File: src/rtl/sqrt_rebuild.sv
// Rebuilds a radicand from a square-root result: dout = root*root + rem, and flags
// whether the pair is a legal root/remainder result (rem <= 2*root).
module sqrt_rebuild #(
    parameter int W = 16
) (
    input  logic             clk,
    input  logic             rst,
    input  logic             din_rdy,
    input  logic [W-1:0]     din_root,
    input  logic [W:0]       din_rem,
    output logic [2*W-1:0]   dout,
    output logic             dout_rdy,
    output logic             valid,
    output logic             busy
);

    localparam int CW = $clog2(W + 1);

    typedef enum logic [1:0] {
        IDLE = 2'd0,
        MUL  = 2'd1,
        ADD  = 2'd2,
        DONE = 2'd3
    } state_t;

    state_t          state_q, state_d;
    logic [2*W-1:0]  acc_q, acc_d;
    logic [2*W-1:0]  a_q, a_d;
    logic [W-1:0]    b_q, b_d;
    logic [W-1:0]    root_q, root_d;
    logic [W:0]      r_q, r_d;
    logic [CW-1:0]   cnt_q, cnt_d;
    logic [2*W-1:0]  dout_q, dout_d;
    logic            dout_rdy_q, dout_rdy_d;
    logic            valid_q, valid_d;

    always_ff @(posedge clk or negedge rst) begin
        if (!rst) begin
            state_q    <= IDLE;
            acc_q      <= '0;
            a_q        <= '0;
            b_q        <= '0;
            root_q     <= '0;
            r_q        <= '0;
            cnt_q      <= '0;
            dout_q     <= '0;
            dout_rdy_q <= 1'b0;
            valid_q    <= 1'b0;
        end else begin
            state_q    <= state_d;
            acc_q      <= acc_d;
            a_q        <= a_d;
            b_q        <= b_d;
            root_q     <= root_d;
            r_q        <= r_d;
            cnt_q      <= cnt_d;
            dout_q     <= dout_d;
            dout_rdy_q <= dout_rdy_d;
            valid_q    <= valid_d;
        end
    end

    always_comb begin
        state_d    = state_q;
        acc_d      = acc_q;
        a_d        = a_q;
        b_d        = b_q;
        root_d     = root_q;
        r_d        = r_q;
        cnt_d      = cnt_q;
        dout_d     = dout_q;
        dout_rdy_d = dout_rdy_q;
        valid_d    = valid_q;

        case (state_q)
            IDLE, DONE: begin
                if (din_rdy) begin
                    a_d        = {{W{1'b0}}, din_root};
                    b_d        = din_root;
                    root_d     = din_root;
                    r_d        = din_rem;
                    acc_d      = '0;
                    cnt_d      = '0;
                    dout_rdy_d = 1'b0;
                    state_d    = MUL;
                end
            end
            // Shift-add step; always exactly W steps regardless of operand value.
            MUL: begin
                if (b_q[0]) begin
                    acc_d = acc_q + a_q;
                end
                a_d   = a_q << 1;
                b_d   = b_q >> 1;
                cnt_d = cnt_q + CW'(1);
                if (cnt_q == CW'(W - 1)) begin
                    state_d = ADD;
                end
            end
            ADD: begin
                dout_d     = acc_q + {{(W-1){1'b0}}, r_q};
                valid_d    = (r_q <= {root_q, 1'b0});
                dout_rdy_d = 1'b1;
                state_d    = DONE;
            end
            default: begin
                state_d = IDLE;
            end
        endcase
    end

    assign dout     = dout_q;
    assign dout_rdy = dout_rdy_q;
    assign valid    = valid_q;
    assign busy     = (state_q == MUL) || (state_q == ADD);

endmodule

File: config.mk
export PLATFORM = sky130hd
export DESIGN_NAME = sqrt_rebuild
export DESIGN_NICKNAME = d
export VERILOG_FILES = /design/src/rtl/sqrt_rebuild.sv
export SDC_FILE = /design/constraint.sdc
export NUM_CORES = 1
export LEC_CHECK = 0
export CORE_MARGIN = 2
export CORE_UTILIZATION = 45
export CTS_BUF_LIST = sky130_fd_sc_hd__clkbuf_2
export DETAILED_ROUTE_END_ITERATION = 10
export DONT_BUFFER_PORTS = 1
export PLACE_DENSITY = 0.61
export REMOVE_ABC_BUFFERS = 1
export SYNTH_ARGS = -nofsm -noshare
export SYNTH_HDL_FRONTEND = slang
export SYNTH_SLANG_ARGS = --single-unit
File: constraint.sdc
create_clock -name clk -period 3.4 [get_ports clk]
set_clock_uncertainty 0.15 [all_clocks]
set_input_delay 0.68 -clock clk [delete_from_list [all_inputs] [get_ports clk]]
set_output_delay 0.68 -clock clk [all_outputs]
set_load 0.03 [all_outputs]
==> out/metrics.yaml <==
grt_pass1_vias: 6640
ant_nets: 0
grt_pass1_wl_um: 34800
power.density_mw_per_mm2: 941
synth-edff-count: 0
final_nets: 1079
vdd_drop_max_mv: 0.680
clockBufferDepth: 2
async_reset_ff_share_pct: 100
syn_to_final_growth_pct: 10.4
placed_area_mm2: 0.00925
postCtsSetupBuffers: 0
vias: 6839
period_share_pct: 94.7
drive_gt1_share_pct: 10.5
clkLatencyLatePin_ns: 0.77
totalPowerFinal_uw: 9310
status: "finished with violations"
final_area_mm2: 0.00990
portBuffers: 0
antenna_found_initial: 1
violations: "negative hold slack"
synth_top_cell_by_area: "dfrtp_1"
grt_max_degree: 155
power.leakage_uw: 0.00455
yosysSeqAreaShare_pct: 42.9
worst_pin_slew_ns: 0.908
first_pass_iters: 4
yosys_warnings: 0
final_cell_mix: "dfrtp_1 (154), a21oi_1 (109), nand2_1 (104)"
synth_area_mm2: 0.00897
synth.distinct_cells: 49
grt_overflow: 0
fmax_mhz: 310
required_ns: 3.91
worstSetupStartpointType: "flop"
period_minus_slack_ns: 3.22
drtIter0Drc: 367
layout_commonest_cell: "dfrtp_1"
path_clk_slew_ns: 0.29
maxSlewViolCount: 0
reg2reg_depth: 10
synth.ff_latch_count: 154
final_core_util_pct: 50.7
rsz0062_at_grt: "no"
arrival_ns: 3.73
drc: 0
synthFlopType: "dfrtp_1"
num_io_pins: 71
dp_hpwl_um: 14900
die_h_um: 145
wire_per_inst_um: 16.5
timing.rr.end: "dout[16]"
cts_tree: "yes"
crit_fanout: 4
crit_type: "reg2reg"
viasPerCell: 5.47
min_path_type: "in2async"
cts_root_buf: "clkbuf_2"
ys_top_cells_by_area: "dfrtp_1 (43%), ha_1 (9.6%), a21oi_1 (6.1%)"
slew_headroom_pct: 39.3
h-tree-depth: 4
startpoint: "r_q[0]"
grt.total_usage_pct: 20.4
place.gp.congestion: 0.885
initial_utilization_pct: 46.0
die_x_um: 145
synth_top_area_share_pct: 42.9
core_area_mm2: 0.0195
hold_viol: 154
dieArea_mm2: 0.0211
reg2reg_slack_ns: 0.18
clock-sinks: 154
drv_cap: 0
cts_buffers: 17
cp-end-kind: "flop"
hold_ws_ns: -0.593
avgSynthCellArea_um2: 9.52
wirelength_um: 20700
setup_viol: 0
rows: 51
syn_inst: 943
r2r_start: "r_q[0]"
## critical path: stages (launching register included)
cell and delay [ns]:
dfrtp_1 0.47, ha_1 0.22, fa_1 0.42, a21oi_1 0.22, o21bai_1 0.17, a21oi_1 0.23
o21ai_0 0.21, a21oi_1 0.42, o21ai_0 0.19, xor2_1 0.16, mux2_2 0.26
## sequential cells by signal (all words and copies together), names as in the netlist
| signal | cells |
|---|---|
| b_q | 16 |
| root_q | 16 |
| valid | 1 |
| acc_q | 32 |
| cnt_q | 5 |
| state_q | 2 |
| dout | 32 |
| a_q | 32 |
| dout_rdy | 1 |
| r_q | 17 |
## repair_timing
item	in CTS	in global routing
endpoints found under the hold margin	190	159
endpoints found under the setup margin	0	6
gates resized for setup	0	2
hold buffers	34	6
## worst max-delay path by stage
stage / endpoint / slack [ns] / cells past startpoint
floorplan: acc_q[26] / -1.61 / 5
global placement: dout[24] / 0.29 / 11
detailed placement: dout[24] / 0.25 / 11
CTS: dout[24] / 0.22 / 11
global route: dout[16] / 0.0006 / 10
finish: dout[16] / 0.18 / 10
## cell type report
| cell class | instances | area, µm² |
|---|---|---|
| clock buffers | 17 | 85.1 |
| fillers | 1853 | 9620 |
| repair buffers | 49 | 468 |
| multi-input cells | 712 | 4870 |
| inverters | 38 | 143 |
| well taps | 265 | 332 |
| diodes | 1 | 2.50 |
| clock inverters | 15 | 153 |
| flip-flops and latches | 154 | 3850 |
## routing by layer
metal / vias to the layer above / track usage (%) / routed length [µm]
li1: 3423 / - / -
met2: 139 / 29.0 / 8540
met5: - / 0 / 0
met4: 0 / 3.82 / 172
met1: 3263 / 31.2 / 10900
met3: 14 / 5.38 / 1040
## cell usage after synthesis (3+ instances only)
cell type and number:
dfrtp_1 154, a21oi_1 109, nand2_1 104, o21ai_0 81, ha_1 69, nor2_1 57, mux2_2 48, clkbuf_1 39
inv_1 38, xnor2_1 32, a21o_1 28, xor2_1 24, a22o_1 19, nor2b_1 18, nand3_1 12, o21bai_1 12
and3_1 11, nand4_1 10, nor3_1 9, o211ai_1 8, a31oi_1 6, a211oi_1 5, o21ai_1 5, o31ai_1 5
nand2b_1 4, o21a_1 4, mux2i_1 3
## cell families (layout without fill, tap and decap cells)
kind of cell / after synthesis / in the layout / share of synthesized area, %
fa+ha+maj: 71 / 71 / 10.1
buf+inv: 77 / 119 / 3.22
simple gates: 236 / 236 / 11.9
other cells: 0 / 1 / 0
xor+xnor: 56 / 56 / 5.47
compound gates: 298 / 298 / 20.1
flops: 154 / 154 / 42.9
mux: 51 / 51 / 6.36
## stage by stage
step           std cells  hold slack (ns)  setup TNS [ns]  setup slack, ns
6_report            1251           -0.593               0            0.179
5_1_grt             1251           -0.730               0         0.000595
4_1_cts             1244           -0.656               0            0.222
3_5_place_dp        1178            0.238               0            0.253
3_3_place_gp        1178            0.238               0            0.286
2_1_floorplan        904            0.234          -88.36            -1.61
## report_power, final
group	total, µW	switching [µW]	internal [µW]	leakage (µW)
clock network	1060	761	297	0.000144
logic	4640	2710	1930	0.00246
registers	3620	1050	2570	0.00194
total	9310	4520	4800	0.00455
No activity file was read; power rests on OpenSTA's default activity.
